## src/rtl/fetch_controller.sv

```systemverilog
// Instruction fetch controller: loads a program into instruction memory,
// then fetches sequentially into the IF/ID register with stall and branch
// redirect. A program that fills memory without a final word traps in ERR.
//
// Loader handshake: a word transfers on the rising edge where
// load_valid && load_ready; load_ready is high exactly while in LOAD, and
// load_valid/load_data/load_last must hold steady until that edge.
module fetch_controller #(
  parameter int unsigned DEPTH_WORDS = 1024
) (
  input  logic        clk,
  input  logic        rst_n,
  input  logic        load_valid,
  input  logic [31:0] load_data,
  input  logic        load_last,
  output logic        load_ready,
  output logic        load_err,
  output logic [31:0] im_addr,
  output logic        im_we,
  output logic [31:0] im_wdata,
  input  logic [31:0] im_rdata,
  input  logic        stall,
  input  logic        branch_taken,
  input  logic [31:0] branch_target,
  output logic [31:0] pc,
  output logic [31:0] if_id_instr,
  output logic [31:0] if_id_pc4,
  output logic        if_id_valid,
  output logic        running,
  output logic [1:0]  dbg_state_o
);

  localparam int unsigned AW = $clog2(DEPTH_WORDS);
  localparam logic [AW-1:0] LAST_PTR = AW'(DEPTH_WORDS - 1);

  typedef enum logic [1:0] {
    S_LOAD = 2'd0,
    S_RUN  = 2'd1,
    S_ERR  = 2'd2
  } state_e;

  state_e        state_q;
  logic [AW-1:0] load_ptr_q;
  logic [AW-1:0] load_ptr_d;
  logic [31:0]   pc_q;
  logic [31:0]   pc_d;
  logic [31:0]   instr_q;
  logic [31:0]   pc4_q;
  logic          valid_q;
  logic          running_q;
  logic          err_q;
  logic          transfer;
  logic [31:0]   redirect_pc;

  assign transfer    = (state_q == S_LOAD) && load_valid;
  assign load_ptr_d  = load_ptr_q + AW'(1);
  assign pc_d        = pc_q + 32'd4;
  // Branch targets are forced word-aligned.
  assign redirect_pc = branch_target & ~32'h3;

  // Loader sees memory only in LOAD; afterwards the PC drives the address.
  always_comb begin
    load_ready = (state_q == S_LOAD);
    im_we      = transfer;
    im_wdata   = load_data;
    im_addr    = pc_q;
    if (state_q == S_LOAD) begin
      im_addr = 32'({load_ptr_q, 2'b00});
    end
  end

  // Single FSM: load sequencing, error trap, and PC / IF/ID update in RUN.
  always_ff @(posedge clk or negedge rst_n) begin
    if (!rst_n) begin
      state_q    <= S_LOAD;
      load_ptr_q <= '0;
      pc_q       <= '0;
      instr_q    <= '0;
      pc4_q      <= '0;
      valid_q    <= 1'b0;
      running_q  <= 1'b0;
      err_q      <= 1'b0;
    end else begin
      case (state_q)
        S_LOAD: begin
          if (transfer) begin
            load_ptr_q <= load_ptr_d;
            if (load_last) begin
              state_q   <= S_RUN;
              running_q <= 1'b1;
              pc_q      <= '0;
              valid_q   <= 1'b0;
            end else if (load_ptr_q == LAST_PTR) begin
              state_q <= S_ERR;
              err_q   <= 1'b1;
            end
          end
        end
        S_RUN: begin
          // Branch beats stall; stall beats normal fetch.
          if (branch_taken) begin
            pc_q    <= redirect_pc;
            instr_q <= '0;
            valid_q <= 1'b0;
          end else if (!stall) begin
            instr_q <= im_rdata;
            pc4_q   <= pc_d;
            valid_q <= 1'b1;
            pc_q    <= pc_d;
          end
        end
        S_ERR: begin
          // Trapped until reset; everything stays frozen.
          err_q     <= 1'b1;
          running_q <= 1'b0;
        end
        default: begin
          state_q   <= S_ERR;
          err_q     <= 1'b1;
          running_q <= 1'b0;
        end
      endcase
    end
  end

  assign pc          = pc_q;
  assign if_id_instr = instr_q;
  assign if_id_pc4   = pc4_q;
  assign if_id_valid = valid_q;
  assign running     = running_q;
  assign load_err    = err_q;
  assign dbg_state_o = state_q;

endmodule

```

## config.mk

```make
export PLATFORM = sky130hd
export DESIGN_NAME = fetch_controller
export DESIGN_NICKNAME = d
export VERILOG_FILES = /design/src/rtl/fetch_controller.sv
export SDC_FILE = /design/constraint.sdc
export NUM_CORES = 1
export LEC_CHECK = 0
export CAP_MARGIN = 20
export CORE_ASPECT_RATIO = 0.9
export CORE_MARGIN = 1
export CORE_UTILIZATION = 37
export DETAILED_ROUTE_END_ITERATION = 8
export PLACE_DENSITY = 0.75
export SLEW_MARGIN = 5
export SYNTH_ARGS = -nofsm -noshare
export SYNTH_HDL_FRONTEND = slang
export SYNTH_SLANG_ARGS = --single-unit
```

## constraint.sdc

```tcl
create_clock -name clk -period 2.1 [get_ports clk]
set_clock_uncertainty 0.15 [all_clocks]
set_input_delay 0.21 -clock clk [delete_from_list [all_inputs] [get_ports clk]]
set_output_delay 0.21 -clock clk [all_outputs]
set_load 0.05 [all_outputs]
```

* After elaboration in Yosys (flattened, before gate mapping)
Index checks and enable logic that the tools add are counted.
Storage, ports and cells: register bits after elaboration 111, bits in latches 0, bits in writable memories 0, ROM bits 0, input port bits 102, output and inout port bits 167, word-level logic and storage cells 59, memories 0
Cells by class: $add $sub $neg 2, multipliers 0, divide/modulo/power cells 0, $lt $le $gt $ge 0, eq/ne operators 10, shift-type cells 0, mux-type cells 24, bitwise operators 4, reductions and logical operators 11
Operator list (count):
- $mux 32 | 7
- $pmux 32 s2 | 1
- $add 32x3->32 const B | 1
- $add 10x1->10 const B | 1
- $eq 10x10->1 const B | 1
- $mux 1 | 9
- $reduce_and 3->1 | 3
- $reduce_and 4->1 | 2
- $mux 2 | 3
- $ne 2x1->1 const B | 3
- $pmux 1 s2 | 3
- $ne 2x2->1 const B | 2
- $not 1->1 | 4
- $pmux 2 s2 | 1
- $reduce_and 2->1 | 2
- $ne 3x2->1 const B | 1
- $ne 3x3->1 const B | 1
- $eq 2x1->1 const B | 1
- $eq 2x2->1 const B | 1
- $logic_not 2->1 | 1
- $reduce_bool 2->1 | 1
- $reduce_or 2->1 | 1
- $logic_and 1x1->1 | 1

* Depth between registers and ports, before layout
Gate-level depths: netlist of the first run.
depth in word-level cells 5, depth in mapped cells 10, gate-level depth less buffers 7

* Worst setup path before layout of the first run
Ideal clock, no wire load.
kind register to output, start point register state_q[0], in the netlist dbg_state_o[0], end point output im_addr[6], arrival time 2.706 ns, required time 1.740 ns, slack -0.966 ns, cell stages (with the launch flop) 6, buffers on the path 2, cell sequence dfrtp_1 -> inv_1 -> ha_1 -> buf_2 -> buf_1 -> o21ai_0
Between the ends: word-level cells in the longest chain between the ends 2
Ends and longest elaborated chain:
- start: declaration | RTL line 42 | state_e state_q;
- start signal: assignment | RTL line 75 | state_q <= S_LOAD;
- start signal: assignment | RTL line 89 | state_q <= S_RUN;
- start signal: assignment | RTL line 94 | state_q <= S_ERR;
- $logic_not 2->1
- named net load_ready | RTL line 16 | output logic load_ready,
- $mux 32 | RTL line 67 | if (state_q == S_LOAD) begin
- end: declaration | RTL line 18 | output logic [31:0] im_addr,
The timed path passes the listed nets, and every way through them passes these cells.

* Final worst setup path of the first run
start point register state_q[0], in the netlist dbg_state_o[0], end point output im_addr[18]
Between the ends: word-level cells in the longest chain between the ends 2
Ends and longest elaborated chain (RTL line):
- $logic_not 2->1 | 67
- $mux 32 | 67
Every way passes these cells.

==> results.toml, run 1 <==
[yosys]
async_reset_ff_frac = 1.00
syn_inst = 573
synth_most_common_cell = "dfrtp_1"
synth_warnings = 0
synth_top_area_share = 0.479
synth_area_sq_mm = 0.00559
synth_xor_area_frac = 0.0580
synth-compound-area-share = 0.175
synthSimpleGateAreaFrac = 0.162
synth_edf_count = 0
synth_common_cells = "107 x dfrtp_1, 55 x nor2_1, 48 x a21oi_1, 38 x buf_4, 35 x nand2_1"
yosysUniqueCellTypes = 55
yosysTopAreaCell = "dfrtp_1"
ys_seq_area_frac = 0.479
syn_avg_cell_area_sq_um = 9.76
synth_ff_type = "dfrtp_1"
synth_area_leaders = "dfrtp_1 48%, buf_4 5.1%, a22o_1 5.0%"
synth-seq-cells = 107
synth_top_family_by_area = "compound AO/OA/AOI/OAI gates"
synthMuxAreaShare = 0.0295
synthAdderAreaFrac = 0.00895

[floorplan]
ioPinCount = 269
fp.coreArea_sq_mm = 0.0147
die_h_um = 119
die_w_um = 132
initial_core_util = 0.380
num_rows = 42
die_area_sq_mm = 0.0156

[setup_path]
start_kind = "flop"
path_buf_inv = 4
endpoint_kind = "output pin"
reg2reg_depth = 8
cp_max_fo = 17
slowest_stage = "dfrtp_2"
crit_top_cell = "buf_4"
worst-setup-path-type = "reg2out"
crit_arrival_ps = 1700
crit_family = "buffers and inverters"
worstPathCellList = "inv_2 > ha_4 > buf_4 > buf_4 > nor2b_1 > buf_4"
reg2reg_slack_ps = 60
rr_endpoint = "pc[9]"
slowest_delay_ps = 410
r2r_start = "dbg_state_o[0]"
required_ps = 1740

[power_and_ir_drop]
peakVddDrop_uv = 458
leakage_nw = 3.62
p_total_w = 0.00468
powerDensity_mw_per_mm2 = 565

[sta]
post-route-period-util = 0.982
relSlewSlack = 0.604
setup_viol = 0
hold_viol_final = 0
finalWorstPathRequiredPeriod_ps = 2060
worstMarginPinSlew_ps = 593
setup_slack_ps = 38.6
max_freq_mhz = 485
drv_slew = 0
rsz0062_at_grt = "yes"

[routing]
firstDrtPassIters = 5
ant_nets = 0
first_iter_violations = 266
wl_um = 17300
wl_per_cell_um = 17.8
via_count = 5133
via_per_inst = 5.29
drc = 0

[outcome]
status = "finished clean"

[clocking]
htreeDepth = 3
clock-sinks = 107
clk_pin_slew_ps = 70
cts_root_buffer = "clkbuf_16"
cts_buffer_depth = 2
cts_tree = "done"
clk_latency_ps = 360
cts_buffers = 9

[hold_path]
hp-class = "in2async"

[layout]
final_area_sq_mm = 0.00828
layout-drive-gt1-share = 0.216
num_antenna_cells = 0
fill_cells = 1295
final_util = 0.563
fin_nets = 874
area_delta_synth_final_pct = 48.2

[placed_design]
dp.final_hpwl_um = 12700
place.port_buffers = 196
dp_worst_setup_slack_ps = -18.4
placed_area_sq_mm = 0.00784
gp_routability_congestion = 0.857

[grt]
grt_pass1_wl_um = 27300
antenna_found_initial = 0
overflow = 0
gr-usage-all-layers = 0.223
grt_pass1_vias = 5028
grt_start_max_net_pins = 45

[run]
maxCapViolations = 0
==> repair_timing <==
item                                   in CTS  in global routing
cloned                                      0                  1
pin swaps                                   1                  1
endpoints found under the hold margin      41                  0
gates resized for setup                     7                 22
setup endpoints to repair                  17                 45
setup buffers                               1                  6
hold buffers                                1                  0
==> layout make-up <==
class | instances | area, sq um | share of cell area
sequential | 107 | 2700 | 0.326
multi-input combinational | 384 | 2560 | 0.309
timing repair buffer | 252 | 2420 | 0.292
clock buffer | 11 | 253 | 0.0305
tap | 198 | 248 | 0.0299
inverter | 14 | 56.3 | 0.00680
clock inverter | 5 | 42.5 | 0.00514
==> routing by layer <==
layer,GRT usage,vias up,routed length [um]
li1,-,2386,-
met1,0.304,2476,7560
met2,0.340,241,8030
met3,0.0588,30,1280
met4,0.0792,0,403
met5,0,-,0
==> flip-flops by register name, summed over array words and instances, names as in the netlist <==
| register | flops |
|---|---|
| load_err | 1 |
| if_id_pc4 | 30 |
| running | 1 |
| if_id_instr | 32 |
| if_id_valid | 1 |
| pc | 30 |
| load_ptr_q | 10 |
| dbg_state_o | 2 |
==> cells by family (layout without fill, tap and decap cells) <==
| family | Yosys count | in the layout |
|---|---|---|
| AND/OR/NAND/NOR | 171 | 172 |
| AO/OA/AOI/OAI | 150 | 150 |
| flip-flops | 107 | 107 |
| buffers and inverters | 88 | 282 |
| XOR/XNOR | 37 | 37 |
| multiplexers | 15 | 15 |
| adder cells (fa/ha/maj) | 4 | 4 |
| other | 1 | 6 |
==> per-stage QoR <==
stage	instances	setup TNS, ps	hold slack, ps
2_1_floorplan	578	-3110	-236
3_3_place_gp	946	0	78.8
3_5_place_dp	946	-44.6	92.6
4_1_cts	964	0	261
5_1_grt	971	-244	270
6_report	971	0	261
==> worst max path at each step <==
stage | startpoint | end | slack [ps] | cells past startpoint
2_1_floorplan | dbg_state_o[1] | im_addr[17] | -170 | 5
3_3_place_gp | load_last | pc[16] | 60 | 5
3_5_place_dp | dbg_state_o[1] | pc[9] | -20 | 7
4_1_cts | dbg_state_o[0] | im_addr[11] | 4 | 5
5_1_grt | dbg_state_o[0] | pc[9] | -40 | 8
6_report | dbg_state_o[0] | im_addr[18] | 40 | 6
==> layout by cell type, fill, tap and decap left out, types with 12 or more instances in the layout <==
cell type | netlist | final
dfrtp_1 | 107 | 89
o21ai_0 | 34 | 26
a21oi_1 | 48 | 48
clkdlybuf4s50_1 | 0 | 150
nor2_1 | 55 | 54
a22o_1 | 32 | 32
nand4_1 | 12 | 12
dfrtp_2 | 0 | 18
buf_4 | 38 | 76
mux2_2 | 12 | 12
nand3_1 | 14 | 14
xnor2_1 | 26 | 26
nand2_1 | 35 | 35
==> power by group <==
| part | leakage, nW | switching, W | internal, W |
|---|---|---|---|
| clock network | 0.143 | 0.000801 | 0.000883 |
| logic | 2.06 | 0.000519 | 0.000328 |
| registers | 1.41 | 0.0000507 | 0.00210 |
(Power assumes the default switching activity.)
==> inputs of run 2 (changes only) <==
--- a/config.mk
+++ b/config.mk
@@ -6,7 +6,6 @@
 export NUM_CORES = 1
 export LEC_CHECK = 0
 export CAP_MARGIN = 20
-export CORE_ASPECT_RATIO = 0.9
 export CORE_MARGIN = 1
 export CORE_UTILIZATION = 37
 export DETAILED_ROUTE_END_ITERATION = 8
==> results.toml, run 2 (synthesis results as in run 1) <==
[outcome]
status = "finished with violations"
violations = "DRC"

[placed_design]
gp_routability_congestion = 0.855
dp.final_hpwl_um = 12800
dp_worst_setup_slack_ps = -28.5
place.port_buffers = 196

[grt]
antenna_found_initial = 0
grt_pass1_wl_um = 27100
overflow = 0
grt_pass1_vias = 5198
gr-usage-all-layers = 0.220
grt_start_max_net_pins = 40

[layout]
layout_commonest_cell = "clkdlybuf4s50_1"
num_antenna_cells = 0
fill_cells = 1245
area_delta_synth_final_pct = 49.2
layout-drive-gt1-share = 0.223
largest_reg_flops = 32
final_cell_mix = "150 x clkdlybuf4s50_1, 89 x dfrtp_1, 83 x buf_4"
regArea_sq_mm = 0.00270
fin_nets = 882
multiInputGateArea_sq_mm = 0.00256

[sta]
relSlewSlack = 0.622
final.setup.tns_ps = 0
worstMarginPinSlew_ps = 565
rsz0062_at_grt = "yes"
setup_viol = 0
finalWorstPathRequiredPeriod_ps = 2070
drv_slew = 0
setup_slack_ps = 34.5
post-route-period-util = 0.984
max_freq_mhz = 484
hold_viol_final = 0
hold_slack_ps = 218

[routing]
wl_per_cell_um = 18.1
ant_nets = 0
drc = 40
wl_um = 17500
via_count = 5262
via_per_inst = 5.45
firstDrtPassIters = 7
first_iter_violations = 459

[run]
maxCapViolations = 0

[floorplan]
ioPinCount = 269
num_rows = 44
initial_core_util = 0.382
die_h_um = 125
die_area_sq_mm = 0.0156
fp.coreArea_sq_mm = 0.0146
die_w_um = 125

[setup_path]
slowest_delay_ps = 440
required_ps = 2180
worstPathCellList = "inv_2 > ha_4 > a21boi_4 > nand2b_4 > o21ai_1 > a221o_1"
slowest_stage = "dfrtp_2"
crit_arrival_ps = 2150
worst-setup-path-type = "reg2reg"
cp_max_fo = 29
start_kind = "flop"
endpoint_kind = "flop"

[hold_path]
hp-class = "in2async"

[clocking]
cts_tree = "done"
clk_latency_ps = 350
clk_pin_slew_ps = 70
clock-sinks = 107
cts_buffers = 9
cts_buffer_depth = 2
htreeDepth = 3
cts_root_buffer = "clkbuf_16"

[power_and_ir_drop]
peakVddDrop_uv = 369
leakage_nw = 3.66
powerDensity_mw_per_mm2 = 551
## run 2: cell count changes in the layout (fill, tap and decap cells not counted), moves of 2 or more
cell	before	now
buf_4	76	83
nor2b_1	8	11
nor2b_2	5	2
buf_12	6	8
clkbuf_1	0	2
clkinv_2	0	2
clkinv_4	2	0
## run 2: worst paths after layout
kind,startpoint,endpoint,slack (ps),depth (start not counted)
hold reg to reg,load_err,load_err,350,2
setup / recovery,dbg_state_o[0],pc[16],30,6
min in group clk,load_data[10],im_wdata[10],270,0
hold / removal,rst_n,if_id_pc4[2],220,2
max in group asynchronous,rst_n,if_id_instr[4],960,3
setup reg to reg,dbg_state_o[0],pc[16],30,6
## run 2: metrics by stage
stage	total power [W]	instances	cell area [sq um]	utilization
final	0.00460	965	8340	0.570
after global routing	0.00478	965	8340	0.570
after CTS	0.00464	951	8150	0.556
after detailed placement	0.00303	930	7820	0.534
after global placement	0.00302	930	7820	0.534
after floorplan	0.00280	578	5770	-
## run 2: where the power goes
part	switching (W)	internal [W]	total [W]
Sequential	0.0000496	0.00210	0.00215
Combinational	0.000522	0.000332	0.000854
Clock	0.000755	0.000839	0.00159
## run 2: layout make-up
type / instances / share of cell area
clock buffer: 12 / 0.0295
clock inverter: 4 / 0.00315
inverter: 14 / 0.00675
multi-input combinational: 383 / 0.307
sequential: 107 / 0.324
tap: 184 / 0.0276
timing repair buffer: 261 / 0.302
## run 2: critical path: cells and delay by family, from the launching register on
family	cells	cell delay, ps
compound gates	3	710
fa+ha+maj	1	180
buf+inv	1	70
flops	1	440
simple gates	1	390
## run 2: timing repair
action	in CTS	in global routing
endpoints found under the hold margin	35	0
setup buffers	4	13
setup endpoints to repair	22	31
gates resized for setup	10	25
pin swaps	2	7
hold buffers	1	0
gates cloned	0	1
## run 2: per-layer routing
metal	GRT usage	vias to the layer above	share of wire
met5	0	-	0
met4	0.0854	0	0.031
met3	0.0650	62	0.089
met2	0.360	260	0.47
met1	0.276	2538	0.41
li1	-	2402	-
